### src/rtl/gray_pkg.sv
// Shared definitions for the Gray-code pipeline: default word width and
// the step-monitor state encoding.
package gray_pkg;

  localparam int GRAY_W = 3;

  typedef enum logic [1:0] {
    IDLE  = 2'd0,
    TRACK = 2'd1,
    FAULT = 2'd2
  } state_t;

endpackage : gray_pkg

### src/rtl/gray_binary.sv
// Purely combinational Gray-to-binary decoder.
// Each binary bit is the XOR of every Gray bit at or above its position.
module gray_binary #(
  parameter int W = 3
) (
  input  logic [W-1:0] g,
  output logic [W-1:0] b
);

  for (genvar i = 0; i < W; i++) begin : g_bit
    assign b[i] = ^g[W-1:i];
  end

endmodule : gray_binary

### src/rtl/gray_step_monitor.sv
// Decodes a Gray-coded sample stream, classifies each transition as
// up/down/hold/illegal, counts illegal jumps and latches a sticky fault.
module gray_step_monitor
  import gray_pkg::*;
#(
  parameter int W         = GRAY_W,
  parameter int ERR_LIMIT = 4,
  parameter int CNT_W     = 8
) (
  input  logic             clk,
  input  logic             rst_n,
  input  logic             in_valid,
  input  logic [W-1:0]     g_in,
  input  logic             clr,
  output logic             out_valid,
  output logic [W-1:0]     b_out,
  output logic             dir_up,
  output logic             dir_dn,
  output logic             step_err,
  output logic [CNT_W-1:0] err_cnt,
  output logic             fault
);

  localparam int CW = $clog2(ERR_LIMIT + 1);

  state_t           state_q, state_d;
  logic [W-1:0]     b_new, prev_q, prev_inc, prev_dec;
  logic [CW-1:0]    consec_q, consec_d;
  logic [CNT_W-1:0] err_cnt_d;
  logic             accept, tracking, is_up, is_dn, is_hold, track_err;
  logic             out_valid_d, dir_up_d, dir_dn_d, step_err_d;

  gray_binary #(.W(W)) u_decode (
    .g (g_in),
    .b (b_new)
  );

  // clr wins over a simultaneous sample, so the sample is never accepted
  assign accept    = in_valid & ~clr;
  assign tracking  = accept & (state_q == TRACK);
  assign prev_inc  = prev_q + 1'b1;
  assign prev_dec  = prev_q - 1'b1;
  assign is_up     = (b_new == prev_inc);
  assign is_dn     = (b_new == prev_dec);
  assign is_hold   = (b_new == prev_q);
  assign track_err = tracking & ~(is_up | is_dn | is_hold);

  always_ff @(posedge clk or negedge rst_n) begin
    if (!rst_n) state_q <= IDLE;
    else        state_q <= state_d;
  end

  always_comb begin
    state_d = state_q;
    if (clr) begin
      state_d = IDLE;
    end else begin
      unique case (state_q)
        IDLE:    if (in_valid) state_d = TRACK;
        TRACK:   if (track_err && consec_q == CW'(ERR_LIMIT - 1)) state_d = FAULT;
        FAULT:   state_d = FAULT;
        default: state_d = IDLE;
      endcase
    end
  end

  always_comb begin
    out_valid_d = accept;
    dir_up_d    = tracking & is_up;
    dir_dn_d    = tracking & is_dn;
    step_err_d  = track_err;

    consec_d = consec_q;
    if (clr)                           consec_d = '0;
    else if (tracking & (is_up|is_dn)) consec_d = '0;
    else if (track_err)                consec_d = consec_q + 1'b1;

    err_cnt_d = err_cnt;
    if (clr)                                        err_cnt_d = '0;
    else if (track_err && err_cnt != {CNT_W{1'b1}}) err_cnt_d = err_cnt + 1'b1;
  end

  // prev resyncs on every accepted sample, legal or not
  always_ff @(posedge clk or negedge rst_n) begin
    if (!rst_n) begin
      prev_q    <= '0;
      consec_q  <= '0;
      out_valid <= 1'b0;
      b_out     <= '0;
      dir_up    <= 1'b0;
      dir_dn    <= 1'b0;
      step_err  <= 1'b0;
      err_cnt   <= '0;
      fault     <= 1'b0;
    end else begin
      if (accept) begin
        prev_q <= b_new;
        b_out  <= b_new;
      end
      consec_q  <= consec_d;
      out_valid <= out_valid_d;
      dir_up    <= dir_up_d;
      dir_dn    <= dir_dn_d;
      step_err  <= step_err_d;
      err_cnt   <= err_cnt_d;
      fault     <= (state_d == FAULT);
    end
  end

endmodule : gray_step_monitor
### config.mk
export PLATFORM = sky130hd
export DESIGN_NAME = gray_step_monitor
export DESIGN_NICKNAME = d
export VERILOG_FILES = /design/src/rtl/gray_pkg.sv /design/src/rtl/gray_binary.sv /design/src/rtl/gray_step_monitor.sv
export SDC_FILE = /design/constraint.sdc
export NUM_CORES = 1
export LEC_CHECK = 0
export ABC_AREA = 1
export BUFFER_PORTS_ARGS = -buffer_cell sky130_fd_sc_hd__clkbuf_2
export CAP_MARGIN = 20
export CORE_MARGIN = 5
export CORE_UTILIZATION = 35
export CTS_BUF_LIST = sky130_fd_sc_hd__clkbuf_4
export CTS_CLUSTER_DIAMETER = 60
export CTS_CLUSTER_SIZE = 30
export DETAILED_ROUTE_END_ITERATION = 7
export SLEW_MARGIN = 40
export SYNTH_ARGS = -nofsm -noshare
export SYNTH_HDL_FRONTEND = slang
export SYNTH_SLANG_ARGS = --single-unit
### constraint.sdc
create_clock -name clk -period 3.4 [get_ports clk]
set_input_delay 0.51 -clock clk [delete_from_list [all_inputs] [get_ports clk]]
set_output_delay 0.51 -clock clk [all_outputs]
set_load 0.03 [all_outputs]
==> metrics.txt, run 1 <==
Setup Total Neg Slack 0 ns; post-CTS setup buffer count 0; Crit. End Element flip-flop; Final #Nets 201; crit start category flip-flop; Top FF cell, synth dfrtp_1; Initial DRC Count 74; first-pass GRT wire length 4.63 mm; die height 70.0 um; HPWL Detailed 2.13 mm; Power Density 362 nW/um2; Slew @ Worst Pin 0.526 ns; status complete, no violations; Via density 4.81; Crit-path slowest cell dfrtp_1; syn avg cell area 7.69 um2; clock period minus worst slack 2.05 ns; post-synthesis sequential area ratio 41.7%; Clk pin slew, worst setup/hold paths 0.12 ns; Slew headroom 64.9%; Period Utilization, post-route 60.4%; area grow syn2layout 14.4%; Sw Ratio 33.1%; Pleak 0.000838 uW; Port Buffers 22; Synth top area share 41.7%; Antenna diodes 0; Clk network pwr share 24.9%; area of the multi-input gates 633 um2; Yosys warning count 0; cell with the most instances after synthesis nand2_1; CTS sink cnt 21; Arrival @ worst endpoint 2.26 ns; TritonCTS buffer count 3; wire per inst 11.6 um; Hold Violations, Final 0; unrepaired setup endpoints after global routing no; First-pass DRT Iterations 4; CTS H-tree depth 1; Reg area 526 um2; clock skew 0.00307 ns; Placed Area 1410 um2; Post-synth EDFFs 0; max-cap violations 0; Total Wirelength 2.72 mm; Hold Crit Class primary input to asynchronous set/reset pin; Psw 173 uW; core area 3420 um2; worst hold slack 0.155 ns; final instance area 1440 um2; Area contributors post-synth dfrtp_1 42%, nand2_1 13%, nand3_1 8.7%, inv_1 6.3%, ha_1 5.0%; CTS tree done; Netlist cell types 19; asr flop ratio synth 100%; WP data required 3.60 ns; Hold Buf Count CTS 0; Mapped Cells 164; fillers 381; max frequency 487 MHz; Clock Latency Late Sink 0.31 ns; post-CTS sizing 0; peak supply drop 0.000129 V; part of the power in registers 51.3%; GR Overflow Total 0; Final Max Slew Viols 0; worst slack, placed 1.13 ns; max incr delay on CP 0.47 ns; DRC 0; row count 21; leading area contributor after synthesis dfrtp_1; initial core utilization 36.9%; mapped cell area 1260 um2; fin cells 234; kind of critical path flip-flop to flip-flop; CP Cell Sequence inv_1 -> ha_1 -> inv_1 -> nand3_1 -> nand2_1 -> inv_1 -> nor2_1 -> nand2_1 -> nand2_2 -> nor2_4 -> nand2_2 -> nand3_1 -> nand2_1; largest net degree at the start of global routing 22; vias post-DR 1125; DIE WIDTH 70.0 um; GRT Overall Usage 11.7%; placer congestion estimate 0.803; Internal Power 350 uW; Comb pwr share 23.9%; die area 4900 um2; share of cells above drive strength 1 20.7%; Placed Cells 230; vias in the first global route 1048; ANT nets after route 0; top post-synthesis cells by count 45 x nand2_1, 22 x nand3_1, 21 x dfrtp_1, 21 x inv_1; final setup margin 1.35 ns; Synthesized Nets 176; CTS max path bufs 2; initial antenna violation count 0; CP max FO 13; Root Driver clkbuf_4; Ports 23; # setup viols final 0; number of synthesized register bits 21
## power groups by stage
stage	registers [uW]	clock network, uW	logic [uW]
after CTS	268	137	126
final	268	130	125
after global routing	269	146	141
after detailed placement	273	0	125
after floorplan	286	0	77.2
after global placement	272	0	121
## cell type report
type                    count  area share, %
well taps                  46           3.99
clock buffers               4           2.08
repair buffers             22           7.63
flip-flops and latches     21           36.4
inverters                  23           5.98
multi-input cells         118           43.9
## worst max-delay path: cells and delay by family (launching register included)
kind | cells | cell delay, ns
fa+ha+maj | 1 | 0.31
buf+inv | 3 | 0.21
simple gates | 9 | 0.97
flops | 1 | 0.47
## metrics by stage
stage / total power, uW / util, %
final: 523 / 42.2
after global routing: 556 / 42.2
after CTS: 531 / 42.2
after detailed placement: 398 / 41.4
after global placement: 393 / 41.4
after floorplan: 363 / -
## final timing paths
kind	startpoint	end	slack, ns	cells past startpoint
max	prev_q[0]	err_cnt[1]	1.35	13
min	rst_n	state_q[1]	0.16	1
max reg2reg	prev_q[0]	err_cnt[1]	1.35	13
min reg2reg	consec_q[2]	consec_q[2]	0.56	2
max in group asynchronous	rst_n	consec_q[2]	2.89	1
min in group clk	clr	fault	0.40	2
## placed cells by master, fill, tap and decap left out
cell | Yosys | routed
ha_1 | 5 | 5
nand4_1 | 8 | 8
dfrtp_1 | 21 | 21
a21oi_2 | 1 | 1
inv_2 | 1 | 1
nand2_1 | 45 | 45
o21ai_0 | 5 | 5
inv_1 | 21 | 21
nor2_1 | 7 | 7
nor2_4 | 1 | 1
clkbuf_2 | 0 | 22
clkbuf_4 | 0 | 4
nand2_2 | 8 | 8
a21oi_1 | 6 | 6
nand3b_1 | 2 | 2
nand3_1 | 22 | 22
nand2_4 | 2 | 2
xor2_1 | 6 | 6
clkinv_1 | 1 | 1
## logic make-up (layout without fill, tap and decap cells)
family,after synthesis,after routing,share of synthesized area (%)
flops,21,21,41.7
compound gates,12,12,5.06
simple gates,95,95,36.0
fa+ha+maj,5,5,4.96
buf+inv,25,49,8.13
xor+xnor,6,6,4.17
## registers in the layout, summed over array words and instances, names as in the netlist
| name | flops |
|---|---|
| prev_q | 3 |
| dir_dn | 1 |
| step_err | 1 |
| state_q | 2 |
| out_valid | 1 |
| dir_up | 1 |
| fault | 1 |
| err_cnt | 8 |
| consec_q | 3 |
## metal layers
layer	wire, um	up-vias	part of all wire, %	track usage (%)
li1	-	573	-	-
met1	1250	527	46	13.8
met2	1310	21	48	20.1
met3	128	4	4.7	3.01
met4	31	0	1.1	4.47
met5	0	-	0	0
(Power assumes the default switching activity.)
==> run 2: changes to the inputs <==
--- a/config.mk
+++ b/config.mk
@@ -5,7 +5,7 @@
 export SDC_FILE = /design/constraint.sdc
 export NUM_CORES = 1
 export LEC_CHECK = 0
-export ABC_AREA = 1
+export ABC_AREA = 0
 export BUFFER_PORTS_ARGS = -buffer_cell sky130_fd_sc_hd__clkbuf_2
 export CAP_MARGIN = 20
 export CORE_MARGIN = 5
==> constraint.sdc (replaced) <==
create_clock -name clk -period 1.7 [get_ports clk]
set_input_delay 0.255 -clock clk [delete_from_list [all_inputs] [get_ports clk]]
set_output_delay 0.255 -clock clk [all_outputs]
set_load 0.03 [all_outputs]
==> metrics.txt, run 2 <==
ANT nets after route 0 (unchanged); vias in the first global route 1155 (+10%); Initial DRC Count 48 (-35%); initial antenna violation count 0 (unchanged); placer congestion estimate 0.793 (-1.2%); vias post-DR 1140 (+1.3%); GR Overflow Total 0 (unchanged); most common cell after layout, fill and taps aside buf_4; post-layout util 56.3% (+14 points); status finished with violations; WP data required 1.94 ns (-1.66 ns); most frequent cells in the layout 33 x buf_4, 22 x clkbuf_2, 19 x dfrtp_1; CP max FO 6 (-7); share of cells above drive strength 1 52.8% (+32 points); multiplexer share of the synthesized area 3.43% (+3.4 points); largest reg by FF count err_cnt; Top Layer Used met4; Hold Crit Class primary input to flip-flop; max-cap violations 0 (unchanged); WHS Path Cells 3; DIE WIDTH 68.7 um (-1.9%); Slew @ Worst Pin 0.878 ns (+0.352 ns); GRT Overall Usage 13.9% (+2.2 points); Ports 23 (unchanged); Root Driver clkbuf_4; wire per inst 13.5 um (+17%); die height 68.7 um (-1.9%); # setup viols final 16 (+16); DRC 0 (unchanged); clock skew 0.00782 ns (+0.00475 ns); row count 21 (unchanged); Worst R2R End err_cnt[3]; WHS Endpoint err_cnt[6]; post-synthesis simple-gate area fraction 17.5% (-18 points); Adder-Cell Fraction of Synth Area 5.19% (+0.23 points); first-pass GRT wire length 5.02 mm (+8.4%); Crit. End Element flip-flop; kind of critical path flip-flop to flip-flop; initial core utilization 36.1% (-0.82 points); met2 WL 1.53 mm (+17%); Synth top area share 43.6% (+1.9 points); Worst R2R Path Depth 8 (-5); Synth Area in Compound Gates 16.5% (+11 points); post-synthesis sequential area ratio 43.6% (+1.9 points); largest family of logic cells by synthesized area simple AND/OR/NAND/NOR gates; final setup margin -0.566 ns (-1.91 ns); asr flop ratio synth 100% (unchanged); CTS max path bufs 2 (unchanged); worst hold slack 0.309 ns (+0.154 ns); max frequency 441 MHz (-9.4%); area grow syn2layout 55.9%; crit start category flip-flop; fraction of synthesized cell area in xor and xnor cells 7.68% (+3.5 points); Clock Latency Late Sink 0.30 ns (about the same); Mapped Cells 122 (-26%); Largest register FFs 8 (unchanged); Antenna diodes 0 (unchanged); clock period minus worst slack 2.27 ns (+0.213 ns); peak supply drop 0.000372 V (+190%); internal reg-to-reg setup slack -0.57 ns (-1.91 ns); Hold Violations, Final 0 (unchanged); Worst Hold Launch clr; number of synthesized register bits 21 (unchanged); Area contributors post-synth dfrtp_1 44%, ha_1 5.2%, nand3_1 5.0%, a21oi_1 4.2%, o31ai_1 3.1%; Yosys warning count 0 (unchanged); met3 wire length 183 um (+43%); Via density 5.04 (+4.9%); Largest regs err_cnt x8, consec_q x3, prev_q x3; failing checks negative setup slack; Synthesized Nets 134 (-24%); Top FF cell, synth dfrtp_1; Arrival @ worst endpoint 2.50 ns (+0.24 ns); die area 4720 um2 (-3.8%); Slew headroom 41.1% (-24 points); met1 WL 1.33 mm (+6.0%); cell with the most instances after synthesis dfrtp_1; Pleak 0.000891 uW (+6.3%); syn avg cell area 9.88 um2 (+28%); largest net degree at the start of global routing 22 (unchanged); Period Utilization, post-route 133% (+73 points); Total Wirelength 3.06 mm (+13%); CTS H-tree depth 1 (unchanged); core area 3340 um2 (-2.3%); Power Density 843 nW/um2 (+130%); First-pass DRT Iterations 4 (unchanged); CTS tree done; TritonCTS buffer count 3 (unchanged); Final Max Slew Viols 0 (unchanged); Port Buffers 22 (unchanged); unrepaired setup endpoints after global routing yes; Crit Reg-Reg Startpoint prev_q[1]; mapped cell area 1200 um2 (-4.5%); Netlist cell types 35 (+16); CTS sink cnt 21 (unchanged); Clk pin slew, worst setup/hold paths 0.13 ns (about the same); Final #Nets 193 (-4.0%); top post-synthesis cells by count 21 x dfrtp_1, 12 x nand3_1, 10 x a21oi_1; Post-synth EDFFs 0 (unchanged); HPWL Detailed 1.99 mm (-6.3%); leading area contributor after synthesis dfrtp_1
-- run 2: cell count changes after synthesis, sizes merged, moves of 4 or more --
cell,previous run,this run
or4,0,4
nand4,8,0
o31ai,0,5
nand3,22,12
nand2b,0,4
inv,22,8
nand2,55,5
clkbuf,0,4
-- run 2: final cells by class --
| type | count | area, um2 |
|---|---|---|
| flip-flops and latches | 21 | 528 |
| repair buffers | 60 | 422 |
| well taps | 46 | 57.6 |
| inverters | 8 | 30.0 |
| multi-input cells | 87 | 811 |
| clock buffers | 4 | 30.0 |
| fillers | 283 | 1460 |
-- run 2: metrics by stage --
stage                     TNS, ns  instance area (um2)  cells  total power, uW  setup slack [ns]
after floorplan             -6.73                 1240    122              887            -0.617
after global placement      -6.57                 1570    209             1040            -0.499
after detailed placement    -6.94                 1570    209             1050            -0.558
after CTS                   -6.08                 1760    221             1480            -0.519
after global routing        -8.58                 1880    226             1670            -0.650
final                       -7.29                 1880    226             1580            -0.566
-- run 2: worst max path at each step --
| stage | start | end | slack, ns | depth (start not counted) |
|---|---|---|---|---|
| floorplan | prev_q[0] | err_cnt[1] | -0.62 | 9 |
| global placement | prev_q[1] | err_cnt[4] | -0.50 | 8 |
| detailed placement | prev_q[1] | err_cnt[3] | -0.56 | 8 |
| CTS | prev_q[1] | err_cnt[1] | -0.52 | 8 |
| global route | prev_q[1] | err_cnt[6] | -0.65 | 8 |
| finish | prev_q[1] | err_cnt[3] | -0.57 | 8 |
-- run 2: report_power, final --
group	internal [uW]	switching, uW	total, uW
Clock	107	157	264
Sequential	522	17.4	539
Combinational	395	384	779
Total	1020	559	1580
-- run 2: cells by family after synthesis --
family | after synthesis
simple gates | 40
compound gates | 29
flops | 21
buf+inv | 15
xor+xnor | 8
fa+ha+maj | 5
mux | 4
-- run 2: per-layer routing --
| layer | track usage (%) | up-vias |
|---|---|---|
| li1 | - | 560 |
| met1 | 16.7 | 548 |
| met2 | 24.8 | 30 |
| met3 | 2.92 | 2 |
| met4 | 3.47 | 0 |
| met5 | 0 | - |
-- run 2: critical path: stages, from the launching register on --
cell and delay [ns]:
dfrtp_2 0.40, inv_2 0.06, ha_4 0.32, xor2_4 0.17, a211oi_2 0.07, o21a_2 0.24, o31a_4 0.38, or4_1 0.42
a21oi_2 0.13
-- run 2: what timing repair did --
action	4_1_cts	5_1_grt
pin swaps	6	14
setup endpoints to repair	15	16
endpoints found under the hold margin	21	0
cloned	1	0
hold buffers	1	0
resized for setup	16	14
buffers inserted	7	5
